$ cat src/rtl/lsu_arbiter.sv
// rtl/lsu_arbiter.sv - two-port round-robin arbiter and sequencer in front of the LSU
module lsu_arbiter #(
    parameter logic [31:0] PARK_ADDR = 32'h0000_0000,
    parameter logic [31:0] IO_LO     = 32'h0000_0800,
    parameter logic [31:0] IO_HI     = 32'h0000_08FF,
    parameter logic [31:0] SW_ADDR   = 32'h0000_09FF
) (
    input  logic        clk_i,
    input  logic        rst_ni,
    input  logic        r0_req_i,
    input  logic        r0_we_i,
    input  logic [31:0] r0_addr_i,
    input  logic [31:0] r0_wdata_i,
    input  logic        r1_req_i,
    input  logic        r1_we_i,
    input  logic [31:0] r1_addr_i,
    input  logic [31:0] r1_wdata_i,
    output logic        r0_gnt_o,
    output logic        r1_gnt_o,
    output logic        r0_rvalid_o,
    output logic        r1_rvalid_o,
    output logic [31:0] r0_rdata_o,
    output logic [31:0] r1_rdata_o,
    output logic [31:0] lsu_addr_o,
    output logic [31:0] lsu_st_data_o,
    output logic        lsu_st_en_o,
    input  logic [31:0] lsu_ld_data_i,
    input  logic [31:0] io_sw_i,
    output logic        busy_o
);
    typedef enum logic [1:0] {IDLE, ACCESS, RESP} state_t;
    typedef enum logic [1:0] {CLS_NORMAL, CLS_ZERO, CLS_SW} cls_t;

    state_t      state_q, state_d;
    logic        last_q;
    logic        id_q, we_q;
    cls_t        cls_q;
    logic        rvalid0_q, rvalid1_q;
    logic [31:0] lsu_addr_q, lsu_st_data_q;
    logic        lsu_st_en_q, busy_q;

    logic        grant, win_id, win_we;
    logic [31:0] win_addr, win_wdata;
    cls_t        win_cls;
    logic [31:0] lsu_addr_d, lsu_st_data_d, resp_data;
    logic        lsu_st_en_d;

    // Arbitration: a lone requester wins; on a tie the one not served last wins.
    always_comb begin
        if (r0_req_i && r1_req_i) begin
            win_id = ~last_q;
        end else begin
            win_id = r1_req_i;
        end
        win_we    = win_id ? r1_we_i    : r0_we_i;
        win_addr  = win_id ? r1_addr_i  : r0_addr_i;
        win_wdata = win_id ? r1_wdata_i : r0_wdata_i;
        if (win_addr == SW_ADDR) begin
            win_cls = CLS_SW;
        end else if (!win_we && win_addr >= IO_LO && win_addr <= IO_HI) begin
            win_cls = CLS_ZERO;
        end else begin
            win_cls = CLS_NORMAL;
        end
        grant = rst_ni && (state_q == IDLE) && (r0_req_i || r1_req_i);
    end

    always_ff @(posedge clk_i) begin
        if (!rst_ni) begin
            state_q <= IDLE;
        end else begin
            state_q <= state_d;
        end
    end

    always_comb begin
        state_d = state_q;
        case (state_q)
            IDLE:    if (grant) state_d = ACCESS;
            ACCESS:  state_d = RESP;
            RESP:    state_d = IDLE;
            default: state_d = IDLE;
        endcase
    end

    // The LSU bus is loaded at the grant edge so the access is on the bus in ACCESS.
    always_comb begin
        r0_gnt_o      = grant && !win_id;
        r1_gnt_o      = grant && win_id;
        lsu_addr_d    = PARK_ADDR;
        lsu_st_data_d = 32'h0;
        lsu_st_en_d   = 1'b0;
        if (grant && win_cls == CLS_NORMAL) begin
            lsu_addr_d    = win_addr;
            lsu_st_data_d = win_wdata;
            lsu_st_en_d   = win_we;
        end
    end

    always_ff @(posedge clk_i) begin
        if (!rst_ni) begin
            last_q        <= 1'b1;
            id_q          <= 1'b0;
            we_q          <= 1'b0;
            cls_q         <= CLS_NORMAL;
            rvalid0_q     <= 1'b0;
            rvalid1_q     <= 1'b0;
            lsu_addr_q    <= PARK_ADDR;
            lsu_st_data_q <= 32'h0;
            lsu_st_en_q   <= 1'b0;
            busy_q        <= 1'b0;
        end else begin
            if (grant) begin
                last_q <= win_id;
                id_q   <= win_id;
                we_q   <= win_we;
                cls_q  <= win_cls;
            end
            rvalid0_q     <= (state_q == ACCESS) && !id_q;
            rvalid1_q     <= (state_q == ACCESS) && id_q;
            lsu_addr_q    <= lsu_addr_d;
            lsu_st_data_q <= lsu_st_data_d;
            lsu_st_en_q   <= lsu_st_en_d;
            busy_q        <= (state_d != IDLE);
        end
    end

    // Load data is steered from registered selects; LSU and switch data are valid in RESP.
    always_comb begin
        if (we_q || cls_q == CLS_ZERO) begin
            resp_data = 32'h0;
        end else if (cls_q == CLS_SW) begin
            resp_data = io_sw_i;
        end else begin
            resp_data = lsu_ld_data_i;
        end
    end

    assign r0_rvalid_o   = rvalid0_q;
    assign r1_rvalid_o   = rvalid1_q;
    assign r0_rdata_o    = rvalid0_q ? resp_data : 32'h0;
    assign r1_rdata_o    = rvalid1_q ? resp_data : 32'h0;
    assign lsu_addr_o    = lsu_addr_q;
    assign lsu_st_data_o = lsu_st_data_q;
    assign lsu_st_en_o   = lsu_st_en_q;
    assign busy_o        = busy_q;
endmodule

$ cat config.mk
export PLATFORM = sky130hd
export DESIGN_NAME = lsu_arbiter
export DESIGN_NICKNAME = d
export VERILOG_FILES = /design/src/rtl/lsu_arbiter.sv
export SDC_FILE = /design/constraint.sdc
export NUM_CORES = 1
export LEC_CHECK = 0
export ABC_AREA = 0
export BUFFER_PORTS_ARGS = -buffer_cell sky130_fd_sc_hd__buf_4
export CORE_AREA = 2 2 129 131
export DETAILED_ROUTE_END_ITERATION = 8
export DIE_AREA = 0 0 131 133
export PLACE_DENSITY_LB_ADDON = 0.1
export REMOVE_ABC_BUFFERS = 1
export SLEW_MARGIN = 20
export SYNTH_ARGS = -nofsm -noshare
export SYNTH_HDL_FRONTEND = slang
export SYNTH_SLANG_ARGS = --single-unit
$ cat constraint.sdc
create_clock -name clk_i -period 2.7 [get_ports clk_i]
set_clock_uncertainty 0.15 [all_clocks]
set_input_delay 0.135 -clock clk_i [delete_from_list [all_inputs] [get_ports clk_i]]
set_output_delay 0.135 -clock clk_i [all_outputs]
set_load 0.01 [all_outputs]
# == After elaboration in Yosys (flattened, before gate mapping) ==
# Index checks and enable logic that the tools add are counted.
# totals
ff_bits,75
latch_bits,0
mem_bits_rw,0
mem_bits_ro,0
inputBits,198
output_inout_bits,134
wordCells,49
mem_count,0
# op_classes
n_addsub,0
mul,0
n_div,0
magnitude_cmp,2
eq_ne,4
n_shift,0
muxes,12
n_bitwise,1
reduce_logical,19
# op_table
op,count
32-bit 2-to-1 mux,6
32-bit by 12-bit equality test with 1-bit output (second input constant),1
32-bit by 12-bit >= comparator with 1-bit output (second input constant),1
32-bit by 12-bit <= comparator with 1-bit output (second input constant),1
1-bit logical AND,10
2-bit by 1-bit equality test with 1-bit output (second input constant),2
2-bit zero test,2
2-bit 2-to-1 mux,2
2-bit case mux with 2 select lines,1
1-bit zero test,3
1-bit 2-to-1 mux,3
2-bit equality test (second input constant),1
1-bit logical OR,2
2-bit AND reduction,1
2-bit nonzero test,1
1-bit NOT,1

# == Depth between registers and ports, before layout ==
# depth
depth_word,11
depth_mapped,8
ltp_nobuf,5

# == Least setup slack after synthesis ==
# OpenSTA, ideal clock, no wires.
# synth_path
path_type,flip-flop to flip-flop
startpoint,register last_q
endpoint,register lsu_st_en_q (netlist: lsu_st_en_o)
setup_time_ns,0.117
arrival_time_ns,1.670
required_ns,2.433
path_slack_ns,0.763
stages_incl_launch_ff,9
path_buffers,3
period_less_slack_ns,1.937
cell_sequence,dfxtp_1 a21bo_2 buf_6 or4_4 nand3_1 a31o_2 buf_6 buf_8 nor2_1
# synth_between
elab_chain_cells,11
word_cells_on_any_way,15
classes_between,order compare (2); eq/ne (1); mux (5); bitwise (1); reduce/logical (6)
# synth_rtl
item,line_no,text
start: declaration,35,logic last_q;
start signal: assignment,114,last_q <= win_id;
1-bit NOT (*),51,win_id = ~last_q;
1-bit 2-to-1 mux (*),50,if (r0_req_i && r1_req_i) begin
32-bit 2-to-1 mux / 1-bit 2-to-1 mux (equally long branches),"56, 55",
32-bit by 12-bit >= comparator with 1-bit output / 1-bit zero test (equally long branches),60,end else if (!win_we && win_addr >= IO_LO && win_addr <= IO_HI) begin
1-bit logical AND (2 in series),60,
1-bit 2-to-1 mux,60,
2-bit 2-to-1 mux,58,if (win_addr == SW_ADDR) begin
2-bit zero test,93,if (grant && win_cls == CLS_NORMAL) begin
1-bit logical AND,93,
2-bit AND reduction (no line),-,
end signal: assignment,123,lsu_st_en_q <= lsu_st_en_d;
end: declaration,40,"logic lsu_st_en_q, busy_q;"
# Mark *: on every way between the ends. The rest lies on a longest branch, timed or not.
# A chain may end at the register's enable or synchronous reset.

# == Worst setup path after layout ==
# layout_path
startpoint,register last_q
endpoint,register lsu_st_data_q[11] (netlist: lsu_st_data_o[11])
# layout_between
elab_chain_cells,11
word_cells_on_any_way,16
classes_between,order compare (2); eq/ne (1); mux (6); bitwise (1); reduce/logical (6)
# layout_rtl
item,line_no,text
1-bit NOT (*),51,
1-bit 2-to-1 mux (*),50,
32-bit 2-to-1 mux / 1-bit 2-to-1 mux (equally long branches),"56, 55",
32-bit by 12-bit >= comparator with 1-bit output / 1-bit zero test (equally long branches),60,
1-bit logical AND (2 in series),60,
1-bit 2-to-1 mux,60,
2-bit 2-to-1 mux,58,
2-bit zero test,93,
1-bit logical AND,93,
2-bit AND reduction (no line),-,
end signal: assignment,122,lsu_st_data_q <= lsu_st_data_d;
end: declaration,39,"logic [31:0] lsu_addr_q, lsu_st_data_q;"
# Marks and branches as above.

==> out/qor.json <==
{
  "synth": {
    "ys_async_sr_fraction_pct": 0,
    "number_of_enable_type_register_cells_in_the_synthesized_netlist": 0,
    "seq_area_frac_synth_pct": 43.5,
    "synthesis.area_per_instance_sq_um": 7.43,
    "synth_area_sq_um": 3450,
    "postSynth.topFlopCell": "sky130_fd_sc_hd__dfxtp_1",
    "synth_top_cells_by_area": "sky130_fd_sc_hd__dfxtp_1 (44%), sky130_fd_sc_hd__nand2_1 (15%), sky130_fd_sc_hd__mux2i_1 (10%)",
    "netlist-cell-type-count": 30,
    "synthDominantCellAreaShare_pct": 43.5,
    "syn-instance-count": 464,
    "count_of_warnings_emitted_by_yosys": 0,
    "synth.ff_latch_count": 75,
    "synth_largest_area_cell": "sky130_fd_sc_hd__dfxtp_1"
  },
  "min_path": {
    "timing.hold.worst_path_depth": 4,
    "timing.hold.worst.class": "in2reg"
  },
  "detailed_routing": {
    "avgViaCountPerCell": 4.34,
    "post-route-drc-count": 0,
    "dr_wl_met3_um": 1770,
    "route.layer.met1.wl_um": 5870,
    "ant_nets": 0,
    "1st_iter_drt_viols": 158,
    "wl_met2_um": 8590,
    "first_pass_iters": 4,
    "routed-via-count": 4954,
    "wl_per_cell_um": 14.5,
    "wl_um": 16600,
    "highest_layer": "met4"
  },
  "setup_path": {
    "timing_worst_setup_path_type": "reg2reg",
    "r2r.worst_path.cells": 7,
    "crit_path_end_kind": "flop",
    "critical_path_required_ns": 2.78,
    "cp_data_arrival_time_ns": 2.68,
    "path_max_fanout": 20,
    "cp-start-kind": "flop"
  },
  "clocking": {
    "cts_inserted_buffers": 9,
    "clk-insertion-delay-late_ns": 0.34,
    "cts.reportedPaths.clkPinSlew_ns": 0.06,
    "cts_htree_levels": 3,
    "cts_root_buf": "sky130_fd_sc_hd__clkbuf_16",
    "postCtsSetupBuffers": 0,
    "clock_tree_from_tritoncts": "built",
    "cts_sinks": 75,
    "clock_tree.buffer_depth": 2
  },
  "grt": {
    "globalRouteTotalUtil_pct": 18.0,
    "grt_pass1_vias": 5001,
    "antenna_found_initial": 0,
    "grt_start_max_net_pins": 66,
    "grt.overflow.total": 0,
    "wire_length_of_the_first_global_routing_pass_um": 24200
  },
  "placed_design": {
    "placement.io_buffers": 331,
    "placed_wire_length_estimate_after_detailed_placement_um": 11800,
    "gpl.final_weighted_congestion": 0.823
  },
  "sta": {
    "hold-worst-slack_ns": 0.0870,
    "setup_tns_ns": 0,
    "timing.final.crit_share_pct": 96.1,
    "max_clock_freq_mhz": 385,
    "maxSlewViolCount": 0,
    "finalWorstPathRequiredPeriod_ns": 2.59,
    "max_slew.worst_pin.slew_ns": 0.728,
    "grt_setup_unrepaired": "false",
    "slew_headroom_pct": 51.5,
    "final_hold_viol_count": 0,
    "setup_viol_count_final": 0
  },
  "final_layout": {
    "fillerInstances": 1574,
    "finish.net_count": 1114,
    "final_layout_size_suffix_gt1_share_pct": 39.5,
    "seqCellArea_sq_um": 1500,
    "syn2layout_area_growth_pct": 126,
    "n_diodes": 0,
    "multi_input_gate_area_sq_um": 1790
  },
  "run_status": {
    "outcome": "completed"
  },
  "power_and_ir_drop": {
    "switchingPower_uw": 869,
    "vdd.ir_drop.worst_v": 0.000317,
    "power.switching_fraction_pct": 26.5,
    "internal-power_uw": 2410,
    "pwr-share-comb_pct": 26.1,
    "power.density_cell_area_nw_per_um2": 420,
    "seqPwrFrac_pct": 36.6,
    "clkPwrFrac_pct": 37.2,
    "power.leakage_uw": 0.00386
  },
  "run": {
    "drv.max_cap_violation_count": 0
  },
  "floorplanning": {
    "floorplan.rows": 47,
    "design.die.area_sq_um": 17400,
    "ioPinCount": 332,
    "die_h_um": 133,
    "floorplan.initialDensity_pct": 21.3,
    "fp.coreArea_sq_um": 16200,
    "chipWidth_um": 131
  }
}
==> registers in the layout, summed over array words and instances (netlist names) <==
name and count:
lsu_addr_o 32, r0_rvalid_o 1, last_q 1, lsu_st_en_o 1, cls_q 2, we_q 1
id_q 1, r1_rvalid_o 1, busy_o 1, state_q 2, lsu_st_data_o 32
==> final timing paths <==
| path | from | endpoint | slack [ns] |
|---|---|---|---|
| worst min-delay path | r0_we_i | we_q | 0.09 |
| worst min register to register | id_q | r0_rvalid_o | 0.28 |
| worst max-delay path | last_q | lsu_st_data_o[11] | 0.11 |
| worst max register to register | last_q | lsu_st_data_o[11] | 0.11 |
==> cell families (layout without fill, tap and decap cells) <==
| kind of cell | count (synthesis) | count (layout) | share of synthesized area [%] |
|---|---|---|---|
| AOI/OAI and AO/OA | 74 | 74 | 11.5 |
| buffers and inverters | 35 | 492 | 5.81 |
| DFF | 75 | 75 | 43.5 |
| muxes | 35 | 35 | 10.2 |
| and+or+nand+nor | 245 | 245 | 29.0 |
==> repair_timing <==
item,4_1_cts,5_1_grt
resized for setup,0,5
endpoints found under the hold margin,71,0
setup endpoints to repair,0,40
hold buffers,133,0
==> routing by layer <==
layer / vias up / GRT usage, %
met5: - / 0
met4: 0 / 6.62
met3: 19 / 6.55
met2: 233 / 34.2
met1: 2275 / 17.3
li1: 2427 / -
==> through the flow <==
step                      instances  total power [uW]  util [%]  cell area [sq um]  setup slack [ns]
after CTS                      1140              3290      47.9               7750            0.0135
after global placement          991              1890      37.9               6130             0.677
final                          1141              3280      48.3               7800             0.106
after detailed placement        991              1900      37.9               6130             0.593
after global routing           1141              3430      48.3               7800           0.00586
after floorplan                 431              1460         -               3260             -2.38
==> layout by cell type (no fill, tap or decap), types with 2 or more instances in the layout <==
cell type and count:
sky130_fd_sc_hd__buf_4 337, sky130_fd_sc_hd__nand2_1 136, sky130_fd_sc_hd__dlygate4sd3_1 133, sky130_fd_sc_hd__nor2_1 75
sky130_fd_sc_hd__dfxtp_1 75, sky130_fd_sc_hd__a21oi_1 64, sky130_fd_sc_hd__mux2i_1 35, sky130_fd_sc_hd__clkbuf_16 10
sky130_fd_sc_hd__nand3_1 7, sky130_fd_sc_hd__nor4_1 5, sky130_fd_sc_hd__nand4_1 5, sky130_fd_sc_hd__nor3_1 3
sky130_fd_sc_hd__a21oi_2 3, sky130_fd_sc_hd__nor2b_1 3, sky130_fd_sc_hd__inv_1 2, sky130_fd_sc_hd__nor4b_1 2
sky130_fd_sc_hd__and2_1 2, sky130_fd_sc_hd__o21ai_0 2, sky130_fd_sc_hd__clkbuf_1 2, sky130_fd_sc_hd__clkinvlp_4 2
sky130_fd_sc_hd__buf_12 2
==> power by group through the flow <==
stage / clock [uW] / combinational [uW] / sequential, uW
final: 1220 / 856 / 1200
after detailed placement: 0 / 674 / 1230
after global routing: 1300 / 931 / 1210
after floorplan: 0 / 202 / 1260
after CTS: 1250 / 841 / 1200
after global placement: 0 / 670 / 1220
==> Yosys cell counts (2+ instances only) <==
cell type	number
sky130_fd_sc_hd__nor2_1	76
sky130_fd_sc_hd__nand4_1	5
sky130_fd_sc_hd__a21oi_2	3
sky130_fd_sc_hd__nor4b_1	2
sky130_fd_sc_hd__buf_8	3
sky130_fd_sc_hd__and2_1	2
sky130_fd_sc_hd__o21ai_0	3
sky130_fd_sc_hd__buf_6	2
sky130_fd_sc_hd__nand2_1	136
sky130_fd_sc_hd__dfxtp_1	75
sky130_fd_sc_hd__nand3_1	7
sky130_fd_sc_hd__clkbuf_1	19
sky130_fd_sc_hd__nor4_1	6
sky130_fd_sc_hd__mux2i_1	35
sky130_fd_sc_hd__a21oi_1	64
sky130_fd_sc_hd__inv_1	2
sky130_fd_sc_hd__buf_1	5
sky130_fd_sc_hd__nor3_1	3
sky130_fd_sc_hd__buf_2	3
sky130_fd_sc_hd__nor2b_1	3
==> critical path: stages (launching register included) <==
cell and delay, ns:
sky130_fd_sc_hd__dfxtp_1 0.35, sky130_fd_sc_hd__a21bo_4 0.26, sky130_fd_sc_hd__or4_4 0.55, sky130_fd_sc_hd__nand3_1 0.12
sky130_fd_sc_hd__a31o_4 0.22, sky130_fd_sc_hd__clkbuf_16 0.22, sky130_fd_sc_hd__a21oi_1 0.06, sky130_fd_sc_hd__dlygate4sd3_1 0.55
==> area by class of cell <==
cell class	instances	share of cell area, %
timing repair buffer	474	50.5
multi-input combinational	354	22.9
sequential	75	19.2
tap	220	3.53
clock buffer	11	2.98
clock inverter	5	0.802
inverter	2	0.0962
(Power assumes the default switching activity.)
